[src/rtl/sram_like_slave.sv]
// sram_like_slave
//   Bridges an SRAM-like initiator (req/addr_ok, data_ok) onto a synchronous
//   single-port SRAM with a one-cycle read latency. It allows up to MAX_OUTST
//   accepted-but-unanswered requests and returns responses strictly in order.
//
// Build option:
//   SRAM_LIKE_DELAY_EN - adds a 16-bit LFSR. The LFSR randomly withholds
//                        addr_ok and holds back each response for 0..3
//                        extra cycles. All responses then pass through the
//                        FIFO, with no bypass.
//
// Ports:
//   clk, reset        clock; synchronous active-high reset
//   req, wr, size     request valid, write flag, transfer size (size unused)
//   addr, wstrb,      byte address, byte write enables, write data
//   wdata
//   addr_ok           request accepted this cycle when req = 1
//   data_ok, rdata    response valid (no back-pressure), read data (0 on writes)
//   ram_en, ram_wen,  SRAM enable, byte write enables, word address,
//   ram_addr,         write data
//   ram_wdata
//   ram_rdata         SRAM read data, valid one cycle after ram_en
//
// Handshake: a request transfers in the cycle where req && addr_ok. The
// initiator may change or drop req at any time before that. A response is a
// one-cycle data_ok pulse that the initiator must take as soon as it appears.
module sram_like_slave #(
  parameter int ADDR_W    = 16,
  parameter int MAX_OUTST = 2
) (
  input  logic              clk,
  input  logic              reset,
  input  logic              req,
  input  logic              wr,
  input  logic [1:0]        size,
  input  logic [31:0]       addr,
  input  logic [3:0]        wstrb,
  input  logic [31:0]       wdata,
  output logic              addr_ok,
  output logic              data_ok,
  output logic [31:0]       rdata,
  output logic              ram_en,
  output logic [3:0]        ram_wen,
  output logic [ADDR_W-1:0] ram_addr,
  output logic [31:0]       ram_wdata,
  input  logic [31:0]       ram_rdata
);

  localparam int CNT_W = $clog2(MAX_OUTST + 1);
  localparam int PTR_W = (MAX_OUTST > 1) ? $clog2(MAX_OUTST) : 1;
  localparam logic [CNT_W-1:0] MAX_CNT  = CNT_W'(MAX_OUTST);
  localparam logic [PTR_W-1:0] LAST_PTR = PTR_W'(MAX_OUTST - 1);

  // out_cnt counts the capture stage plus the FIFO entries. fifo_cnt counts
  // only the FIFO entries. Full and empty come from these counts.
  logic [CNT_W-1:0] out_cnt;
  logic [CNT_W-1:0] fifo_cnt;
  logic [PTR_W-1:0] rd_ptr;
  logic [PTR_W-1:0] wr_ptr;
  logic [31:0]      fifo_mem [MAX_OUTST];
  logic             cap_valid;  // an SRAM access issued last cycle
  logic             cap_wr;
  logic [31:0]      cap_data;
  logic             accept;
  logic             push;
  logic             pop;
  logic             gate_ok;

  // Only the word-address bits of addr are used. size is not interpreted.
  logic unused_bits;
  assign unused_bits = ^{size, addr[31:ADDR_W+2], addr[1:0]};

  assign cap_data = cap_wr ? 32'h0 : ram_rdata;

  function automatic logic [PTR_W-1:0] ptr_inc(input logic [PTR_W-1:0] p);
    return (p == LAST_PTR) ? '0 : p + PTR_W'(1);
  endfunction

`ifdef SRAM_LIKE_DELAY_EN
  logic [15:0] lfsr;
  logic [1:0]  head_wait;
  logic        new_head;

  assign gate_ok = (lfsr[1:0] != 2'b00);
  // An entry becomes the head when it is pushed into an empty FIFO, or when
  // the FIFO is being drained to empty at the same time. It also becomes the
  // head when the entry in front of it pops.
  assign new_head = (push && ((fifo_cnt == '0) || (pop && fifo_cnt == CNT_W'(1))))
                  || (pop && fifo_cnt > CNT_W'(1));
`else
  assign gate_ok = 1'b1;
`endif

  always_comb begin
    addr_ok   = 1'b0;
    accept    = 1'b0;
    data_ok   = 1'b0;
    rdata     = 32'h0;
    ram_en    = 1'b0;
    ram_wen   = 4'h0;
    ram_addr  = '0;
    ram_wdata = 32'h0;
    push      = 1'b0;
    pop       = 1'b0;
    if (!reset) begin
      addr_ok = (out_cnt < MAX_CNT) && (fifo_cnt < MAX_CNT) && gate_ok;
      accept  = req && addr_ok;
      if (accept) begin
        ram_en    = 1'b1;
        ram_wen   = wr ? wstrb : 4'h0;
        ram_addr  = addr[ADDR_W+1:2];
        ram_wdata = wdata;
      end
`ifdef SRAM_LIKE_DELAY_EN
      push = cap_valid;
      pop  = (fifo_cnt != '0) && (head_wait == 2'd0);
      if (pop) begin
        data_ok = 1'b1;
        rdata   = fifo_mem[rd_ptr];
      end
`else
      if (fifo_cnt == '0) begin
        // The FIFO is empty, so the SRAM output goes straight to the response.
        if (cap_valid) begin
          data_ok = 1'b1;
          rdata   = cap_data;
        end
      end else begin
        push    = cap_valid;
        pop     = 1'b1;
        data_ok = 1'b1;
        rdata   = fifo_mem[rd_ptr];
      end
`endif
    end
  end

  always_ff @(posedge clk) begin
    if (reset) begin
      out_cnt   <= '0;
      fifo_cnt  <= '0;
      rd_ptr    <= '0;
      wr_ptr    <= '0;
      cap_valid <= 1'b0;
      cap_wr    <= 1'b0;
    end else begin
      cap_valid <= accept;
      cap_wr    <= wr;
      if (accept && !data_ok) begin
        out_cnt <= out_cnt + CNT_W'(1);
      end else if (!accept && data_ok) begin
        out_cnt <= out_cnt - CNT_W'(1);
      end
      if (push && !pop) begin
        fifo_cnt <= fifo_cnt + CNT_W'(1);
      end else if (!push && pop) begin
        fifo_cnt <= fifo_cnt - CNT_W'(1);
      end
      if (push) begin
        wr_ptr <= ptr_inc(wr_ptr);
      end
      if (pop) begin
        rd_ptr <= ptr_inc(rd_ptr);
      end
    end
  end

  always_ff @(posedge clk) begin
    if (push) begin
      fifo_mem[wr_ptr] <= cap_data;
    end
  end

`ifdef SRAM_LIKE_DELAY_EN
  // LFSR with taps 16,14,13,11. head_wait is loaded with a fresh 0..3 each
  // time a new entry reaches the head of the FIFO.
  always_ff @(posedge clk) begin
    if (reset) begin
      lfsr      <= 16'hACE1;
      head_wait <= 2'd0;
    end else begin
      lfsr <= {lfsr[14:0], lfsr[15] ^ lfsr[13] ^ lfsr[12] ^ lfsr[10]};
      if (new_head) begin
        head_wait <= lfsr[3:2];
      end else if (head_wait != 2'd0) begin
        head_wait <= head_wait - 2'd1;
      end
    end
  end
`endif

endmodule

[config.mk]
export PLATFORM = sky130hd
export DESIGN_NAME = sram_like_slave
export DESIGN_NICKNAME = d
export VERILOG_FILES = /design/src/rtl/sram_like_slave.sv
export SDC_FILE = /design/constraint.sdc
export NUM_CORES = 1
export LEC_CHECK = 0
export ABC_AREA = 1
export CAP_MARGIN = 20
export CELL_PAD_IN_SITES_DETAIL_PLACEMENT = 1
export CELL_PAD_IN_SITES_GLOBAL_PLACEMENT = 2
export CORE_ASPECT_RATIO = 1.2
export CORE_MARGIN = 5
export CORE_UTILIZATION = 22
export DETAILED_ROUTE_END_ITERATION = 10
export GPL_TIMING_DRIVEN = 0
export PLACE_DENSITY = 0.88
export REMOVE_ABC_BUFFERS = 1
export SYNTH_ARGS = -nofsm -noshare
export SYNTH_HDL_FRONTEND = slang
export SYNTH_SLANG_ARGS = --single-unit
[constraint.sdc]
create_clock -name clk -period 4.05 [get_ports clk]
set_input_delay 1.0125 -clock clk [delete_from_list [all_inputs] [get_ports clk]]
set_output_delay 1.0125 -clock clk [all_outputs]
set_load 0.005 [all_outputs]
After elaboration in Yosys (flattened, before gate mapping)
Memory sizes are Yosys's and may differ from the RTL's. A register that Yosys moved wholly into a read port is not among the register bits.
Cells that the tools add are included.
{"block": "op_classes", "add_sub_neg": 6, "n_lt_le_gt_ge": 2, "mux": 32, "n_reduce_logical": 13}
{"cell": "2-to-1 mux 32 bit", "n": 6}
{"cell": "2-to-1 mux 16 bit", "n": 2}
{"cell": "2-to-1 mux 1 bit", "n": 17}
{"cell": "2-to-1 mux 4 bit", "n": 3}
{"cell": "2-to-1 mux 2 bit", "n": 4}
{"cell": "logical AND 1 bit", "n": 6}
{"cell": "adder 2 x 1 -> 2 bit (second input constant)", "n": 2}
{"cell": "logical NOT 1 bit", "n": 4}
{"cell": "less-than comparator 2 bit (second input constant)", "n": 2}
{"cell": "nonzero test 2 bit", "n": 2}
{"cell": "subtractor 2 x 1 -> 2 bit (second input constant)", "n": 2}
{"cell": "adder 1 bit (second input constant)", "n": 2}
{"cell": "logical NOT 2 bit", "n": 1}
{"block": "word_totals", "ff_bits": 8, "ram_bits": 64, "input_bits": 106, "out_inout_bits": 87, "word_cells": 60, "n_memories": 1}
{"memory": "fifo_mem", "words": 2, "word_bits": 32, "rd": 1, "rd_ports_with_merged_regs": 1, "write_ports": 1, "line_no": "60", "source": "logic [31:0] fifo_mem [MAX_OUTST];"}

Logic depth before layout (Yosys ltp)
{"block": "logic_depth", "word_depth": 8, "depth_mapped": 13, "depth_no_buf": 12}

Worst setup path before layout
OpenSTA, ideal clock, no wires.
{"block": "synth_timing", "kind": "input port to flip-flop", "startpoint": "in reset", "endpoint": "mem fifo_mem[0][0], enable pin", "setup_time_ns": 0.421, "t_arrival_ns": 2.829, "required_ns": 3.629, "setup_slack_ns": 0.800, "cell_stages": 4, "path_buffers": 1, "path_cell_list": "buf_2 > inv_1 > nand3_1 > nor2_1"}
{"block": "synth_between", "elab_chain_len": 3}
{"item": "start: declaration", "line_no": "32", "source": "input logic reset,"}
{"item": "2-to-1 mux 1 bit", "line_no": "105", "source": "if (!reset) begin"}
{"item": "2-to-1 mux 1 bit", "line_no": "169", "source": "if (push) begin"}
{"item": "2-to-1 mux 1 bit (not written as such)", "line_no": "170", "source": "fifo_mem[wr_ptr] <= cap_data;"}
{"item": "end: declaration", "line_no": "60"}
No other way between the ends.

Worst setup path after layout
{"block": "layout_timing", "startpoint": "in reset", "endpoint": "out ram_addr[4]"}
{"block": "layout_between", "elab_chain_len": 1}
{"item": "2-to-1 mux 16 bit", "line_no": "105"}
{"item": "end: declaration", "line_no": "44", "source": "output logic [ADDR_W-1:0] ram_addr,"}
No other way between the ends.

==> impl_metrics.env <==
export IMPL_status="finished clean"
export IMPL_r2r_slack_ns=1.69
export IMPL_critPathArrivalTime_ns=2.87
export IMPL_skew_ns=0.00947
export IMPL_wirelength_mm=13.4
export IMPL_avgSynthCellArea_um2=7.50
export IMPL_rows=54
export IMPL_cts_hold_buffers=0
export IMPL_htree_levels=3
export IMPL_firstDrtPassIters=4
export IMPL_drive_gt1_frac=0.0572
export IMPL_r2r_start="fifo_cnt[1]$_SDFFE_PP0P_"
export IMPL_p_per_area_nw_per_um2=432
export IMPL_cts_root_buf="clkbuf_16"
export IMPL_die_x_um=135
export IMPL_clock_fmax_mhz=257
export IMPL_reg2regPathDepth=5
export IMPL_hold_start="rd_ptr$_SDFFE_PP0P_"
export IMPL_drc_errors=0
export IMPL_relSlewSlack=0.374
export IMPL_numCtsBuffers=9
export IMPL_synth_seq_cells=73
export IMPL_synth_top_area_frac=0.467
export IMPL_holdCritPathClass="flip-flop to flip-flop"
export IMPL_final_common_cell="clkdlybuf4s50_1"
export IMPL_rsz0062_at_grt="no"
export IMPL_clockBufferDepth=2
export IMPL_start_util=0.225
export IMPL_mostFrequentLayoutCells="clkdlybuf4s50_1, inv_1, nand2_1"
export IMPL_nFillCells=2190
export IMPL_avgViaCountPerCell=4.01
export IMPL_ios=193
export IMPL_grt_max_degree=51
export IMPL_portBuffers=174
export IMPL_drt_iter0_drc=118
export IMPL_die_height_um=160
export IMPL_routabilityCongestion=0.696
export IMPL_postCtsSetupBuffers=0
export IMPL_die_area_um2=21600
export IMPL_ys_seq_area_frac=0.510
export IMPL_fin_total_pwr_w=0.00280
export IMPL_finalSetupViolations=0
export IMPL_antenna_cells=0
export IMPL_period_minus_slack_ns=3.89
export IMPL_worstMarginPinSlew_ns=0.937
export IMPL_postRouteAntennaNets=0
export IMPL_leakage_nw=2.85
export IMPL_synth_top_area_cell="edfxtp_1"
export IMPL_crit_type="input pin to output port"
export IMPL_finalHoldViolCount=0
export IMPL_postLayoutCoreUtil=0.354
export IMPL_core_area_um2=18300
export IMPL_peakVddDrop_mv=0.181
export IMPL_syn_area_um2=4120
export IMPL_vias=3890
export IMPL_slew_viol_final=0
export IMPL_antenna_found_initial=0
export IMPL_ys_types=18
export IMPL_synth_top_cells_by_area="edfxtp_1, inv_1, nand2_1"
export IMPL_grt_pass1_vias=4229
export IMPL_fin_nets=820
export IMPL_cp_start_kind="input pin"
export IMPL_synthCells=549
export IMPL_cts_sinks=73
export IMPL_yosys_warnings=0
export IMPL_cts_clk_slew_worst_paths_ns=0.06
export IMPL_grt_use_total=0.123
export IMPL_area_growth_pct=57.3
export IMPL_startpoint="reset"
export IMPL_rr_endpoint="fifo_mem[0][3]$_DFFE_PP_"
export IMPL_timing_critical_path_to="ram_addr[4]"
export IMPL_grt_remaining_overflow=0
export IMPL_hpwl_mm=9.52
export IMPL_worstPathMaxFanout=50
export IMPL_critPathRequiredTime_ns=3.04
export IMPL_grt_pass1_wl_mm=20.9
export IMPL_fin_crit_sh=0.960
export IMPL_whs_ns=0.448
export IMPL_wl_per_cell_um=13.8
export IMPL_tritoncts="done"
export IMPL_crit_path_end_kind="output port"
export IMPL_drv_cap=0
export IMPL_clk_latency_ns=0.33
==> registers in the layout, indices dropped and copies added (netlist names), named ones only <==
name       cells
out_cnt        2
rd_ptr         1
fifo_mem      64
wr_ptr         1
fifo_cnt       2
cap_wr         1
cap_valid      1
==> cells in the mapped netlist <==
cell type and count:
nand3_1 26, nand4_1 2, nor3_2 1, a21oi_1 36, nand2_1 113, clkbuf_1 9, edfxtp_1 64, inv_1 162
o21ai_0 5, ha_1 2, buf_2 14, inv_2 2, nand2_4 1, nor2_1 89, nand3_2 10, dfxtp_1 9
nor2_4 1, buf_6 3
==> worst min-delay path by stage <==
stage                                     end  slack [ns]  cells past startpoint
final                               flip-flop        0.45                      1
after global routing      rd_ptr$_SDFFE_PP0P_        0.49                      1
after CTS                           flip-flop        0.45                      1
after detailed placement            flip-flop        0.44                      1
after global placement              flip-flop        0.44                      1
after floorplan                     flip-flop        0.43                      1
==> worst max-delay path, cell delays in order <==
cell and delay (ns):
clkbuf_4 0.32, nor3_2 0.41, nand2_8 0.27, nor2_1 0.26
clkdlybuf4s50_1 0.55
==> per-layer routing <==
metal,GRT usage,share of wire,up-vias
met2,0.223,0.50,148
met5,0,0,-
met1,0.129,0.39,1791
met4,0.0366,0.013,0
met3,0.0507,0.098,9
li1,-,-,1942
==> stage by stage <==
| step | setup TNS [ns] | cell area [um^2] | setup slack (ns) | instances |
|---|---|---|---|---|
| 3_5_place_dp | -4.14 | 6130 | -0.273 | 952 |
| 6_report | 0 | 6480 | 0.163 | 969 |
| 5_1_grt | 0 | 6480 | 0.00664 | 969 |
| 3_3_place_gp | -240.43 | 6040 | -2.09 | 949 |
| 2_1_floorplan | 0 | 3980 | 0.930 | 523 |
| 4_1_cts | 0 | 6460 | 0.0356 | 968 |
==> what timing repair did <==
item,in CTS,in global routing
cloned,0,1
pin swaps,0,1
hold endpoints to repair,0,0
resized for setup,2,2
setup endpoints to repair,56,8
==> cell families after synthesis <==
kind of cell / Yosys count / share of synthesized area
adder cells (fa/ha/maj): 2 / 0.00607
buffers and inverters: 190 / 0.183
flip-flops: 73 / 0.510
AND/OR/NAND/NOR: 243 / 0.251
AO/OA/AOI/OAI: 41 / 0.0498
==> cell type report <==
cell class	instances	area, um^2	share of cell area
Sequential cell	73	2110	0.325
Tap cell	252	315	0.0487
Clock buffer	9	225	0.0348
Clock inverter	7	101	0.0156
Multi-Input combinational cell	287	1300	0.201
Inverter	164	616	0.0950
Timing Repair Buffer	177	1810	0.280
==> report_power, final <==
group	internal (W)	switching (W)	total [W]	leakage, nW
Sequential	0.000867	0.0000678	0.000934	0.655
Clock	0.000546	0.000317	0.000863	0.153
Combinational	0.000472	0.000528	0.00100	2.04
Total	0.00188	0.000913	0.00280	2.85
No activity file was read; power rests on OpenSTA's default activity.
